$ cat src/rtl/jtag_tap_pkg.sv
// Shared definitions for the JTAG TAP responder: TAP state encodings,
// default instruction opcodes and the default IDCODE value.
package jtag_tap_pkg;

  localparam int          IR_W_DEF      = 5;
  localparam logic [31:0] IDCODE_DEF    = 32'hDEB1_1001;
  localparam logic [4:0]  OP_IDCODE_DEF = 5'h01;
  localparam logic [4:0]  OP_USER_DEF   = 5'h10;

  // Conventional 1149.1 4-bit state codes, visible on tap_state.
  typedef enum logic [3:0] {
    TAP_EX2DR = 4'h0,
    TAP_EX1DR = 4'h1,
    TAP_SHDR  = 4'h2,
    TAP_PAUDR = 4'h3,
    TAP_SELIR = 4'h4,
    TAP_UPDDR = 4'h5,
    TAP_CAPDR = 4'h6,
    TAP_SELDR = 4'h7,
    TAP_EX2IR = 4'h8,
    TAP_EX1IR = 4'h9,
    TAP_SHIR  = 4'hA,
    TAP_PAUIR = 4'hB,
    TAP_RTI   = 4'hC,
    TAP_UPDIR = 4'hD,
    TAP_CAPIR = 4'hE,
    TAP_TLR   = 4'hF
  } tap_state_e;

endpackage

$ cat src/rtl/jtag_sync_edge.sv
// Two-flop synchroniser followed by an edge-detect register. The
// registered rise/fall pulses and o_sync all come out of the same stage,
// so a data pin synchronised by another instance lines up with the
// clock edge reported here (pulse 3 mclk after the pin edge).
module jtag_sync_edge #(
  parameter logic RST_VAL = 1'b0
) (
  input  logic i_clk,
  input  logic i_rst_n,
  input  logic i_async,
  output logic o_sync,
  output logic o_rise,
  output logic o_fall
);

  logic r_meta;
  logic r_sync;
  logic r_prev;
  logic r_rise;
  logic r_fall;

  // Metastability filter: two back-to-back flops on the asynchronous pin.
  always_ff @(posedge i_clk or negedge i_rst_n) begin
    if (!i_rst_n) begin
      r_meta <= RST_VAL;
      r_sync <= RST_VAL;
    end else begin
      r_meta <= i_async;
      r_sync <= r_meta;
    end
  end

  // Edge detection with registered one-cycle pulses, aligned with o_sync.
  always_ff @(posedge i_clk or negedge i_rst_n) begin
    if (!i_rst_n) begin
      r_prev <= RST_VAL;
      r_rise <= 1'b0;
      r_fall <= 1'b0;
    end else begin
      r_prev <= r_sync;
      r_rise <= r_sync & ~r_prev;
      r_fall <= ~r_sync & r_prev;
    end
  end

  assign o_sync = r_prev;
  assign o_rise = r_rise;
  assign o_fall = r_fall;

endmodule

$ cat src/rtl/jtag_tap_slave.sv
// IEEE 1149.1 TAP controller oversampled on mclk. Provides IDCODE, BYPASS
// and a 32-bit USER data register with core capture/update.
// Optional feature macro: JTAG_TAP_TRST_EN adds a synchronised i_trst_n
// that holds the TAP in Test-Logic-Reset with IR=OP_IDCODE while low.
module jtag_tap_slave
  import jtag_tap_pkg::*;
#(
  parameter int                IR_W      = IR_W_DEF,
  parameter logic [31:0]       IDCODE    = IDCODE_DEF,
  parameter logic [IR_W-1:0]   OP_IDCODE = IR_W'(OP_IDCODE_DEF),
  parameter logic [IR_W-1:0]   OP_USER   = IR_W'(OP_USER_DEF)
) (
  input  logic        i_mclk,
  input  logic        i_reset_n,
  input  logic        i_tck,
  input  logic        i_tms,
  input  logic        i_tdi,
`ifdef JTAG_TAP_TRST_EN
  input  logic        i_trst_n,
`endif
  output logic        o_tdo,
  output logic        o_tdo_oe,
  output logic [3:0]  o_tap_state,
  input  logic [31:0] i_user_cap_data,
  output logic [31:0] o_user_upd_data,
  output logic        o_user_upd_stb
);

  logic w_tck_sync, w_tck_rise, w_tck_fall;
  logic w_tms, w_tms_rise, w_tms_fall;
  logic w_tdi, w_tdi_rise, w_tdi_fall;
  logic w_trst_ok;
  logic w_rise;
  logic w_sel_id, w_sel_user, w_sel_dr32;
  logic w_unused;

  tap_state_e      r_state;
  tap_state_e      w_next;
  logic [IR_W-1:0] r_ir;
  logic [IR_W-1:0] r_ir_sr;
  logic [31:0]     r_dr_sr;
  logic            r_byp;
  logic            r_tdo;
  logic            r_tdo_oe;
  logic [31:0]     r_upd;
  logic            r_stb;

  jtag_sync_edge #(.RST_VAL(1'b0)) u_sync_tck (
    .i_clk(i_mclk), .i_rst_n(i_reset_n), .i_async(i_tck),
    .o_sync(w_tck_sync), .o_rise(w_tck_rise), .o_fall(w_tck_fall));

  jtag_sync_edge #(.RST_VAL(1'b1)) u_sync_tms (
    .i_clk(i_mclk), .i_rst_n(i_reset_n), .i_async(i_tms),
    .o_sync(w_tms), .o_rise(w_tms_rise), .o_fall(w_tms_fall));

  jtag_sync_edge #(.RST_VAL(1'b0)) u_sync_tdi (
    .i_clk(i_mclk), .i_rst_n(i_reset_n), .i_async(i_tdi),
    .o_sync(w_tdi), .o_rise(w_tdi_rise), .o_fall(w_tdi_fall));

`ifdef JTAG_TAP_TRST_EN
  logic w_trst_rise, w_trst_fall;
  jtag_sync_edge #(.RST_VAL(1'b1)) u_sync_trst (
    .i_clk(i_mclk), .i_rst_n(i_reset_n), .i_async(i_trst_n),
    .o_sync(w_trst_ok), .o_rise(w_trst_rise), .o_fall(w_trst_fall));
  assign w_unused = ^{w_tck_sync, w_tms_rise, w_tms_fall, w_tdi_rise, w_tdi_fall,
                      w_trst_rise, w_trst_fall};
`else
  assign w_trst_ok = 1'b1;
  assign w_unused  = ^{w_tck_sync, w_tms_rise, w_tms_fall, w_tdi_rise, w_tdi_fall};
`endif

  // A tck rise only counts while the TAP is not held in reset by trst.
  assign w_rise     = w_tck_rise & w_trst_ok;
  assign w_sel_id   = (r_ir == OP_IDCODE);
  assign w_sel_user = (r_ir == OP_USER);
  assign w_sel_dr32 = w_sel_id | w_sel_user;

  // TAP state register; trst forces Test-Logic-Reset.
  always_ff @(posedge i_mclk or negedge i_reset_n) begin
    if (!i_reset_n) begin
      r_state <= TAP_TLR;
    end else if (!w_trst_ok) begin
      r_state <= TAP_TLR;
    end else begin
      r_state <= w_next;
    end
  end

  // Next-state decode of the 1149.1 TMS table, evaluated on tck rise only.
  always_comb begin
    w_next = r_state;
    if (w_rise) begin
      case (r_state)
        TAP_TLR:   w_next = w_tms ? TAP_TLR   : TAP_RTI;
        TAP_RTI:   w_next = w_tms ? TAP_SELDR : TAP_RTI;
        TAP_SELDR: w_next = w_tms ? TAP_SELIR : TAP_CAPDR;
        TAP_CAPDR: w_next = w_tms ? TAP_EX1DR : TAP_SHDR;
        TAP_SHDR:  w_next = w_tms ? TAP_EX1DR : TAP_SHDR;
        TAP_EX1DR: w_next = w_tms ? TAP_UPDDR : TAP_PAUDR;
        TAP_PAUDR: w_next = w_tms ? TAP_EX2DR : TAP_PAUDR;
        TAP_EX2DR: w_next = w_tms ? TAP_UPDDR : TAP_SHDR;
        TAP_UPDDR: w_next = w_tms ? TAP_SELDR : TAP_RTI;
        TAP_SELIR: w_next = w_tms ? TAP_TLR   : TAP_CAPIR;
        TAP_CAPIR: w_next = w_tms ? TAP_EX1IR : TAP_SHIR;
        TAP_SHIR:  w_next = w_tms ? TAP_EX1IR : TAP_SHIR;
        TAP_EX1IR: w_next = w_tms ? TAP_UPDIR : TAP_PAUIR;
        TAP_PAUIR: w_next = w_tms ? TAP_EX2IR : TAP_PAUIR;
        TAP_EX2IR: w_next = w_tms ? TAP_UPDIR : TAP_SHIR;
        TAP_UPDIR: w_next = w_tms ? TAP_SELDR : TAP_RTI;
        default:   w_next = TAP_TLR;
      endcase
    end else begin
      w_next = r_state;
    end
  end

  // IR shift register: capture the fixed 01 pattern, shift tdi in at MSB.
  always_ff @(posedge i_mclk or negedge i_reset_n) begin
    if (!i_reset_n) begin
      r_ir_sr <= '0;
    end else if (w_rise) begin
      case (r_state)
        TAP_CAPIR: r_ir_sr <= IR_W'(2'b01);
        TAP_SHIR:  r_ir_sr <= {w_tdi, r_ir_sr[IR_W-1:1]};
        default:   r_ir_sr <= r_ir_sr;
      endcase
    end
  end

  // Instruction register: load on entry to Update-IR, forced in TLR / trst.
  always_ff @(posedge i_mclk or negedge i_reset_n) begin
    if (!i_reset_n) begin
      r_ir <= OP_IDCODE;
    end else if (!w_trst_ok || (r_state == TAP_TLR)) begin
      r_ir <= OP_IDCODE;
    end else if (w_rise && (w_next == TAP_UPDIR)) begin
      r_ir <= r_ir_sr;
    end
  end

  // Data registers: 32-bit shifter shared by IDCODE/USER, 1-bit bypass stage.
  always_ff @(posedge i_mclk or negedge i_reset_n) begin
    if (!i_reset_n) begin
      r_dr_sr <= 32'h0;
      r_byp   <= 1'b0;
    end else if (w_rise) begin
      case (r_state)
        TAP_CAPDR: begin
          if (w_sel_id) begin
            r_dr_sr <= IDCODE;
          end else if (w_sel_user) begin
            r_dr_sr <= i_user_cap_data;
          end else begin
            r_byp <= 1'b0;
          end
        end
        TAP_SHDR: begin
          if (w_sel_dr32) begin
            r_dr_sr <= {w_tdi, r_dr_sr[31:1]};
          end else begin
            r_byp <= w_tdi;
          end
        end
        default: r_byp <= r_byp;
      endcase
    end
  end

  // USER update: latch the shifter and strobe once on entry to Update-DR.
  always_ff @(posedge i_mclk or negedge i_reset_n) begin
    if (!i_reset_n) begin
      r_upd <= 32'h0;
      r_stb <= 1'b0;
    end else if (w_rise && (w_next == TAP_UPDDR) && w_sel_user) begin
      r_upd <= r_dr_sr;
      r_stb <= 1'b1;
    end else begin
      r_stb <= 1'b0;
    end
  end

  // tdo/tdo_oe change on tck fall; tdo holds its value outside shift states.
  always_ff @(posedge i_mclk or negedge i_reset_n) begin
    if (!i_reset_n) begin
      r_tdo    <= 1'b0;
      r_tdo_oe <= 1'b0;
    end else if (w_tck_fall) begin
      case (r_state)
        TAP_SHIR: begin
          r_tdo    <= r_ir_sr[0];
          r_tdo_oe <= 1'b1;
        end
        TAP_SHDR: begin
          r_tdo    <= w_sel_dr32 ? r_dr_sr[0] : r_byp;
          r_tdo_oe <= 1'b1;
        end
        default: r_tdo_oe <= 1'b0;
      endcase
    end
  end

  assign o_tdo           = r_tdo;
  assign o_tdo_oe        = r_tdo_oe;
  assign o_tap_state     = r_state;
  assign o_user_upd_data = r_upd;
  assign o_user_upd_stb  = r_stb;

endmodule

$ cat config.mk
export PLATFORM = sky130hd
export DESIGN_NAME = jtag_tap_slave
export DESIGN_NICKNAME = d
export VERILOG_FILES = /design/src/rtl/jtag_tap_pkg.sv /design/src/rtl/jtag_sync_edge.sv /design/src/rtl/jtag_tap_slave.sv
export SDC_FILE = /design/constraint.sdc
export NUM_CORES = 1
export LEC_CHECK = 0
export BUFFER_PORTS_ARGS = -buffer_cell sky130_fd_sc_hd__buf_2
export CORE_ASPECT_RATIO = 2
export CORE_MARGIN = 2
export CORE_UTILIZATION = 35
export CTS_BUF_LIST = sky130_fd_sc_hd__clkbuf_4 sky130_fd_sc_hd__clkbuf_8
export DETAILED_ROUTE_END_ITERATION = 16
export PLACE_DENSITY = 0.58
export REMOVE_ABC_BUFFERS = 1
export SYNTH_ARGS = -nofsm -noshare
export SYNTH_HDL_FRONTEND = slang
export SYNTH_SLANG_ARGS = --single-unit
$ cat constraint.sdc
create_clock -name i_mclk -period 2.1 [get_ports i_mclk]
set_input_delay 0.105 -clock i_mclk [delete_from_list [all_inputs] [get_ports i_mclk]]
set_output_delay 0.105 -clock i_mclk [all_outputs]
set_load 0.05 [all_outputs]
==> run metrics, run 1 <==
fmax=between 500 and 600 MHz; cells after synthesis=~320; CTS root buffer=clkbuf_8; clk_lat worst skew=0.35 ns; final wirelength=8.93 mm; Max Cap Violations=0; IO Port Bufs=75; Clock Sinks=93; Worst VDD drop=around 0.6 mV; most frequent cells in the layout=dfrtp_1 (85), buf_2 (74), nand2_1 (38); clock skew=about 0.011 ns; #FFs+latches synth=93; Overflow after GRT=0; CP Max Fanout=14; CP required=around 2.3 ns; FF-to-FF path depth=5; Starting Density=0.358; Seq pwr share=0.504; htree depth=3; switching share of total power=0.347; largest net degree at the start of global routing=43; CTS tree=done; DP Wirelength=6.45 mm; status=completed; crit path time final=1.98 ns; initial antenna violation count=1; Internal=approximately 3.4 mW; critical path data arrival time=~2.2 ns; area grow syn2layout=22.7%; switching pwr=1.82 mW; Yosys cell types=38; most common cell after layout, fill and taps aside=dfrtp_1; Post-Syn Area=roughly 4000 um2; Antenna Violating Nets Remaining=0; Die Area=roughly 12000 um2; Final Hold Slack=roughly 0.029 ns; RePlAce Congestion=between 0.8 and 0.9; hold worst-path end=r_dr_sr[22]$_DFFE_PN0P_; worst hold path class=input pin to register; Combinational Power Share=0.246; Main synth FF type=dfrtp_1; CTS Buffer Depth=2; R2R setup slack=between 0.1 and 0.15 ns; WS Path Type=register to register; Slew Viols, Final=0; CP Launch Type=register; Vias/cell=between 4 and 5; die width=78.6 um; clock network fraction of total power=0.250; share of layout cells above drive strength 1=0.375; crit path capture type=register; Crit Reg-Reg Endpoint=o_user_upd_data[15]$_DFFE_PN0P_; Hold Startpoint=i_user_cap_data[22]; slew margin rel.=0.573; Die Height=approximately 150 um; Post-synth EDFFs=0; Reg2Reg Launch Point=r_ir[1]$_DFFE_PN0P_; Vias=roughly 2700; hold path depth=3; First-pass DRT Iterations=4; Iteration-0 DRC Markers=165; setup TNS=0 ns; syn_area_per_cell=12.3 um2; DRC=0; row count=54; fin nets=between 400 and 500; core area=10900 um2; # setup viols final=0; Avg WL per Cell=16.4 um; Inserted Clock Buffers=9; Overall Global Routing Usage=0.161; clk slew on worst S/H paths=approximately 0.090 ns; number of synthesis warnings=0; fillers=1037; vias in the first global route=between 2000 and 3000; sequential fraction of the synthesis area=0.600; Hold Vio Cnt, Final=0; power density over the cells=1100 nW/um2; Ports=76; Leakage=2.43 nW; actual slew at the worst max-slew pin=0.639 ns; RSZ-0062 raised after global routing=no; fin crit share=0.944; share of synthesized registers carrying an async set or reset=1.00; global-route wire length before repair=about 15 mm
[metrics by stage]
stage                     power [mW]  cells  setup WS (ns)  utilization  cell area [um2]
after global routing            5.61    543         0.0117        0.439             4770
after detailed placement        3.98    524         0.0571        0.413             4500
after global placement          3.92    524          0.103        0.413             4500
final                           5.25    544          0.119        0.439             4770
after floorplan                 3.41    294          -1.02            -             3780
after CTS                       5.32    543         0.0396        0.437             4760
[kinds of logic after synthesis]
kind of cell,Yosys count,synth area share
flops,93,0.600
compound gates,91,0.142
mux,37,0.133
simple gates,69,0.0913
buf+inv,27,0.0328
[layout make-up]
cell class | count | area, um2 | share of cell area
Clock inverter | 5 | 83.8 | 0.0176
Antenna cell | 1 | 2.50 | 0.000524
Timing Repair Buffer | 94 | 572 | 0.120
Multi-Input combinational cell | 197 | 1450 | 0.304
Sequential cell | 93 | 2340 | 0.490
Tap cell | 140 | 175 | 0.0367
Clock buffer | 10 | 138 | 0.0288
Inverter | 4 | 15.0 | 0.00314
[worst max-delay path: stages (launching register included)]
cell and delay [ns]:
dfrtp_1 0.41, nor3_4 0.20, nand4_1 0.10, or4_2 0.63, buf_6 0.22, mux2_4 0.31
[timing repair]
item                                    in CTS  in global routing
setup buffers                                0                  0
hold buffers                                 4                  0
resized for setup                            0                  3
endpoints found under the setup margin       0                 11
hold endpoints to repair                    28                  0
[routing by layer]
layer,GRT usage,wire length (um),part of all wire
met5,0,0,0
met4,0.0810,293,0.033
met1,0.186,3490,0.39
met2,0.279,4850,0.54
met3,0.0295,306,0.034
[worst max-delay path by stage]
| stage | startpoint | endpoint | slack [ns] | depth (start not counted) |
|---|---|---|---|---|
| after floorplan | r_ir[0]$_DFFE_PN1P_ | r_dr_sr[0]$_DFFE_PN0P_ | -1.02 | 3 |
| after global placement | r_ir[4]$_DFFE_PN0P_ | o_user_upd_data[9]$_DFFE_PN0P_ | 0.10 | 5 |
| after detailed placement | r_ir[4]$_DFFE_PN0P_ | o_user_upd_data[10]$_DFFE_PN0P_ | 0.06 | 5 |
| after CTS | r_ir[4]$_DFFE_PN0P_ | o_user_upd_data[15]$_DFFE_PN0P_ | 0.04 | 5 |
| after global routing | o_tap_state[1]$_DFF_PN1_ | r_dr_sr[16]$_DFFE_PN0P_ | 0.01 | 6 |
| final | r_ir[1]$_DFFE_PN0P_ | o_user_upd_data[15]$_DFFE_PN0P_ | 0.12 | 5 |
[flip-flops by register name, summed over array words and instances, names as in the netlist, 4 cells and up]
| signal | count |
|---|---|
| r_dr_sr | 32 |
| o_tap_state | 4 |
| r_ir_sr | 5 |
| r_ir | 5 |
| o_user_upd_data | 32 |
[power by group through the flow]
stage	Combinational [mW]	Clock (mW)	Sequential, mW
3_3_place_gp	1.26	0	2.66
2_1_floorplan	0.672	0	2.74
6_report	1.29	1.31	2.65
4_1_cts	1.30	1.37	2.65
3_5_place_dp	1.30	0	2.69
5_1_grt	1.45	1.45	2.71
[cells in the mapped netlist (5+ instances only)]
| cell type | n | area share |
|---|---|---|
| clkbuf_1 | 17 | 0.016 |
| nor2_1 | 7 | 0.0068 |
| o22ai_1 | 12 | 0.019 |
| o21ai_1 | 8 | 0.010 |
| o21ai_0 | 35 | 0.045 |
| nor2b_1 | 6 | 0.0096 |
| a21oi_1 | 5 | 0.0064 |
| a22oi_1 | 20 | 0.039 |
| mux2_4 | 29 | 0.11 |
| dfrtp_1 | 85 | 0.55 |
| mux2i_1 | 5 | 0.013 |
| nand2_1 | 38 | 0.037 |
| dfstp_2 | 8 | 0.054 |
Power figures use the tool's default switching activity.
==> run 2, diff against run 1 <==
--- a/config.mk
+++ b/config.mk
@@ -11,7 +11,7 @@
 export CORE_UTILIZATION = 35
 export CTS_BUF_LIST = sky130_fd_sc_hd__clkbuf_4 sky130_fd_sc_hd__clkbuf_8
 export DETAILED_ROUTE_END_ITERATION = 16
-export PLACE_DENSITY = 0.58
+export PLACE_DENSITY = 0.56
 export REMOVE_ABC_BUFFERS = 1
 export SYNTH_ARGS = -nofsm -noshare
 export SYNTH_HDL_FRONTEND = slang
==> constraint.sdc (replaced) <==
create_clock -name i_mclk -period 2.3 [get_ports i_mclk]
set_input_delay 0.115 -clock i_mclk [delete_from_list [all_inputs] [get_ports i_mclk]]
set_output_delay 0.115 -clock i_mclk [all_outputs]
set_load 0.05 [all_outputs]
==> run metrics, run 2 (synthesized netlist as in run 1, its figures left out) <==
Slew Viols, Final=0 (unchanged); CP required=2.54 ns (was 2.33 ns); htree depth=3 (unchanged); status=completed (unchanged); Starting Density=0.358 (unchanged); power density over the cells=981 nW/um2 (was 1100 nW/um2); FF-to-FF path depth=5 (unchanged); Iteration-0 DRC Markers=192 (was 165); die width=78.6 um (unchanged); crit path from=r_ir[1]$_DFFE_PN0P_ (unchanged); Avg WL per Cell=16.1 um (was 16.4 um); clock skew=0.00964 ns (was 0.0108 ns); CP max-delay cell=or4_2 (unchanged); CP top delay family=simple AND/OR/NAND/NOR gates (unchanged); IO Port Bufs=75 (unchanged); critical path's largest stage delay=0.58 ns (was 0.63 ns); final wirelength=8.68 mm (was 8.93 mm); RSZ-0062 raised after global routing=no (unchanged); uppermost routed layer=met4 (unchanged); Clock Sinks=93 (unchanged); fin area=4700 um2 (was 4770 um2); clk_lat worst skew=0.36 ns (was 0.35 ns); Ports=76 (unchanged); global-route wire length before repair=14.3 mm (was 14.9 mm); CP Max Fanout=33 (was 14); most frequent cells in the layout=dfrtp_1 (85), buf_2 (74), nand2_1 (38) (unchanged); Overall Global Routing Usage=0.154 (was 0.161); CTS tree=done (unchanged); Crit Reg-Reg Endpoint=o_user_upd_data[19]$_DFFE_PN0P_ (was o_user_upd_data[15]$_DFFE_PN0P_); crit path capture type=register (unchanged); RePlAce Congestion=0.824 (was 0.815); hold worst-path end=r_dr_sr[21]$_DFFE_PN0P_ (was r_dr_sr[22]$_DFFE_PN0P_); Antenna Violating Nets Remaining=0 (unchanged); most common cell after layout, fill and taps aside=dfrtp_1 (unchanged); CTS root buffer=clkbuf_8 (unchanged); clk slew on worst S/H paths=0.08 ns (was 0.09 ns); Placed Area=4460 um2 (was 4500 um2); fin nets=431 (was 436); fmax=483 MHz (was 505 MHz); Reg2Reg Launch Point=r_ir[1]$_DFFE_PN0P_ (unchanged); Die Height=153 um (unchanged); Overflow after GRT=0 (unchanged); post-CTS setup repair buffer count=0 (unchanged); initial antenna violation count=0 (was 1); Max Cap Violations=0 (unchanged); CP Launch Type=register (unchanged); Vias/cell=4.99 (was 4.98); actual slew at the worst max-slew pin=0.585 ns (was 0.639 ns); crit path time final=2.07 ns (was 1.98 ns); Worst VDD drop=0.445 mV (was 0.612 mV); fin crit share=0.901 (was 0.944); slew margin rel.=0.610 (was 0.573); DP Wirelength=6.12 mm (was 6.45 mm); met3 WL=351 um (was 306 um); Bufs and invs on worst path=1 (unchanged); largest net degree at the start of global routing=65 (was 43); Hold Startpoint=i_user_cap_data[21] (was i_user_cap_data[22]); share of layout cells above drive strength 1=0.366 (was 0.375); # setup viols final=0 (unchanged); met2 WL=4.77 mm (was 4.85 mm); post-layout util=0.432 (was 0.439); fillers=1024 (was 1037); worst hold path class=input pin to register (unchanged); R2R setup slack=0.23 ns (was 0.12 ns); hold path depth=3 (unchanged); First-pass DRT Iterations=4 (unchanged); Leakage=2.41 nW (was 2.43 nW); crit-path cells=nor3_4 > nand4_1 > or4_2 > buf_12 > mux2_4 (was nor3_4 > nand4_1 > or4_2 > buf_6 > mux2_4); Hold Vio Cnt, Final=0 (unchanged); CTS Buffer Depth=2 (unchanged); core area=10900 um2 (unchanged); antenna diode count=0 (was 1); M1 wire length=3.36 mm (was 3.49 mm); area grow syn2layout=20.7% (was 22.7%); row count=54 (unchanged); vias in the first global route=2809 (was 2811); critical path data arrival time=2.31 ns (was 2.22 ns); Die Area=12000 um2 (unchanged); DRC=0 (unchanged); Inserted Clock Buffers=9 (unchanged); WS Path Type=register to register (unchanged); Vias=2689 (was 2711)
==> run 2: layer usage <==
layer | global-route usage | vias to the layer above
met2 | 0.265 | 65
met1 | 0.179 | 1324
li1 | - | 1288
met5 | 0 | -
met4 | 0.0752 | 0
met3 | 0.0307 | 12
==> run 2: area by class of cell <==
| type | count | area, um2 | area share |
|---|---|---|---|
| Clock buffer | 14 | 186 | 0.0397 |
| Sequential cell | 93 | 2340 | 0.497 |
| Clock inverter | 2 | 13.8 | 0.00293 |
| Inverter | 4 | 15.0 | 0.00319 |
| Multi-Input combinational cell | 197 | 1440 | 0.307 |
| Timing Repair Buffer | 89 | 531 | 0.113 |
| Tap cell | 140 | 175 | 0.0373 |
==> run 2: worst max-delay path by stage <==
stage | cells past startpoint | to | slack (ns)
2_1_floorplan | 3 | r_dr_sr[0]$_DFFE_PN0P_ | -0.82
3_3_place_gp | 5 | o_user_upd_data[4]$_DFFE_PN0P_ | 0.28
3_5_place_dp | 5 | o_user_upd_data[26]$_DFFE_PN0P_ | 0.24
4_1_cts | 5 | o_user_upd_data[31]$_DFFE_PN0P_ | 0.23
5_1_grt | 5 | o_user_upd_data[31]$_DFFE_PN0P_ | 0.13
6_report | 5 | o_user_upd_data[19]$_DFFE_PN0P_ | 0.23
==> run 2: what timing repair did <==
item,4_1_cts,5_1_grt
hold endpoints to repair,40,0
hold buffers,4,0
resized for setup,0,0
==> run 2: power breakdown <==
group	switching (mW)	internal (mW)
clock	0.545	0.527
sequential	0.403	2.04
combinational	0.673	0.423
==> run 2: through the flow <==
step | setup WS (ns) | std cells | setup TNS, ns | hold WS (ns) | power, mW
finish | 0.229 | 539 | 0 | 0.0319 | 4.61
floorplan | -0.817 | 294 | -30.52 | -0.181 | 3.12
detailed placement | 0.242 | 519 | 0 | 0.165 | 3.59
global route | 0.133 | 539 | 0 | 0.0294 | 4.91
CTS | 0.229 | 539 | 0 | 0.0143 | 4.67
global placement | 0.279 | 519 | 0 | 0.156 | 3.54
==> run 2: tightest hold or removal path, cell delays in order <==
cell     delay [ns]
buf_2          0.08
o22ai_1        0.05
o21ai_1        0.11
==> run 3, diff against run 2 <==
--- a/config.mk
+++ b/config.mk
@@ -6,11 +6,12 @@
 export NUM_CORES = 1
 export LEC_CHECK = 0
 export BUFFER_PORTS_ARGS = -buffer_cell sky130_fd_sc_hd__buf_2
-export CORE_ASPECT_RATIO = 2
+export CORE_ASPECT_RATIO = 1.75
 export CORE_MARGIN = 2
 export CORE_UTILIZATION = 35
 export CTS_BUF_LIST = sky130_fd_sc_hd__clkbuf_4 sky130_fd_sc_hd__clkbuf_8
 export DETAILED_ROUTE_END_ITERATION = 16
+export GPL_ROUTABILITY_DRIVEN = 0
 export PLACE_DENSITY = 0.56
 export REMOVE_ABC_BUFFERS = 1
 export SYNTH_ARGS = -nofsm -noshare
==> constraint.sdc (replaced) <==
create_clock -name i_mclk -period 2.5 [get_ports i_mclk]
set_input_delay 0.125 -clock i_mclk [delete_from_list [all_inputs] [get_ports i_mclk]]
set_output_delay 0.125 -clock i_mclk [all_outputs]
set_load 0.05 [all_outputs]
==> run metrics, run 3 (synthesized netlist as in run 1, its figures left out) <==
status=completed (unchanged); FF-to-FF path depth=5 (unchanged); fin nets=431 (unchanged); antenna diode count=0 (unchanged); most common cell after layout, fill and taps aside=dfrtp_1 (unchanged); DP Wirelength=5.98 mm (was 6.12 mm); power density over the cells=911 nW/um2 (was 981 nW/um2); First-pass DRT Iterations=4 (unchanged); hold path depth=3 (unchanged); CTS Buffer Depth=2 (unchanged); Overflow after GRT=0 (unchanged); Post-CTS Hold Fix Bufs=4 (unchanged); largest net degree at the start of global routing=48 (was 65); actual slew at the worst max-slew pin=0.604 ns (was 0.585 ns); Final Hold Slack=0.0529 ns (was 0.0319 ns); post-layout util=0.423 (was 0.432); Slew Viols, Final=0 (unchanged); fillers=1072 (was 1024); Tot Pwr=4.23 mW (was 4.61 mW); Reg2Reg Launch Point=r_ir[1]$_DFFE_PN0P_ (unchanged); Die Area=12000 um2 (about the same); crit path capture type=register (unchanged); IO Port Bufs=75 (unchanged); die width=83.7 um (was 78.6 um); area grow syn2layout=19.4% (was 20.7%); placed insts=511 (was 519); CTS tree=done (unchanged); Clock Sinks=93 (unchanged); Vias/cell=5.00 (was 4.99); Avg WL per Cell=16.1 um (about the same); R2R setup slack=0.38 ns (was 0.23 ns); Worst VDD drop=0.561 mV (was 0.445 mV); Overall Global Routing Usage=0.148 (was 0.154); post-CTS setup repair buffer count=0 (unchanged); final wirelength=8.56 mm (was 8.68 mm); Ports=76 (unchanged); clk_lat worst skew=0.35 ns (was 0.36 ns); critical path data arrival time=2.35 ns (was 2.31 ns); CTS root buffer=clkbuf_8 (unchanged); Crit Reg-Reg Endpoint=o_user_upd_data[19]$_DFFE_PN0P_ (unchanged); clock skew=0.0143 ns (was 0.00964 ns); crit path time final=2.12 ns (was 2.07 ns); fmax=471 MHz (was 483 MHz); hold worst-path end=r_dr_sr[23]$_DFFE_PN0P_ (was r_dr_sr[21]$_DFFE_PN0P_); vias in the first global route=2755 (was 2809); Leakage=2.39 nW (was 2.41 nW); Max Cap Violations=0 (unchanged); post-CTS sizing=0 (unchanged); slew margin rel.=0.597 (was 0.610); non-filler cells in the finished layout=530 (was 539); most frequent cells in the layout=dfrtp_1 (85), buf_2 (74), nand2_1 (38) (unchanged); Hold Vio Cnt, Final=0 (unchanged); Hold Startpoint=i_user_cap_data[23] (was i_user_cap_data[21]); fin crit share=0.849 (was 0.901); initial antenna violation count=0 (unchanged); htree depth=3 (unchanged); Starting Density=0.355 (was 0.358); CP required=2.73 ns (was 2.54 ns); global-route wire length before repair=14.1 mm (was 14.3 mm); share of layout cells above drive strength 1=0.364 (was 0.366); Vias=2650 (was 2689); DRC=0 (unchanged); CP Launch Type=register (unchanged); CP Max Fanout=20 (was 33); Iteration-0 DRC Markers=151 (was 192); Antenna Violating Nets Remaining=0 (unchanged); Inserted Clock Buffers=9 (unchanged); Die Height=144 um (was 153 um); RSZ-0062 raised after global routing=no (unchanged); clk slew on worst S/H paths=0.09 ns (was 0.08 ns); row count=51 (was 54); worst hold path class=input pin to register (unchanged); WS Path Type=register to register (unchanged); core area=11000 um2 (was 10900 um2); # setup viols final=0 (unchanged)
## run 3: cell count changes in the layout (fill, tap and decap cells not counted), sizes merged
cell	delta
inv	-1
clkbuf	-1
bufinv	+1
## run 3: final cells by class
class / count / area (um2) / share of cell area
Clock buffer: 13 / 160 / 0.0345
Clock inverter: 2 / 35.0 / 0.00754
Tap cell: 132 / 165 / 0.0355
Timing Repair Buffer: 89 / 493 / 0.106
Inverter: 4 / 15.0 / 0.00323
Multi-Input combinational cell: 197 / 1440 / 0.310
Sequential cell: 93 / 2340 / 0.503
## run 3: stage by stage
| step | setup WS, ns | area, um2 | TNS (ns) |
|---|---|---|---|
| after detailed placement | 0.385 | 4410 | 0 |
| after global placement | 0.435 | 4410 | 0 |
| after CTS | 0.365 | 4650 | 0 |
| after floorplan | -0.617 | 3780 | -18.92 |
| after global routing | 0.287 | 4650 | 0 |
| final | 0.377 | 4650 | 0 |
## run 3: worst max path at each step
stage | start | endpoint | cells after the start
global placement | r_ir[1]$_DFFE_PN0P_ | o_user_upd_data[22]$_DFFE_PN0P_ | 5
CTS | r_ir[1]$_DFFE_PN0P_ | o_user_upd_data[19]$_DFFE_PN0P_ | 5
global route | r_ir[1]$_DFFE_PN0P_ | o_user_upd_data[19]$_DFFE_PN0P_ | 5
detailed placement | r_ir[1]$_DFFE_PN0P_ | o_user_upd_data[19]$_DFFE_PN0P_ | 5
floorplan | r_ir[0]$_DFFE_PN1P_ | r_dr_sr[0]$_DFFE_PN0P_ | 3
finish | r_ir[1]$_DFFE_PN0P_ | o_user_upd_data[19]$_DFFE_PN0P_ | 5
## run 3: per-layer routing
metal | global-route usage | vias up | part of all wire
li1 | - | 1282 | -
met2 | 0.250 | 58 | 0.51
met1 | 0.185 | 1296 | 0.42
met5 | 0 | - | 0
met4 | 0.0637 | 0 | 0.023
met3 | 0.0310 | 14 | 0.041
## run 3: power by group
part | leakage, nW | internal (mW) | total [mW] | switching [mW]
sequential | 1.17 | 1.88 | 2.23 | 0.347
clock | 0.104 | 0.518 | 1.01 | 0.489
combinational | 1.12 | 0.381 | 1.00 | 0.619
## run 3: critical path, stage by stage, from the launching register on
cell and delay [ns]:
dfrtp_1 0.42, nor3_4 0.28, nand4_1 0.12, or4_2 0.57
buf_4 0.27, mux2_4 0.33
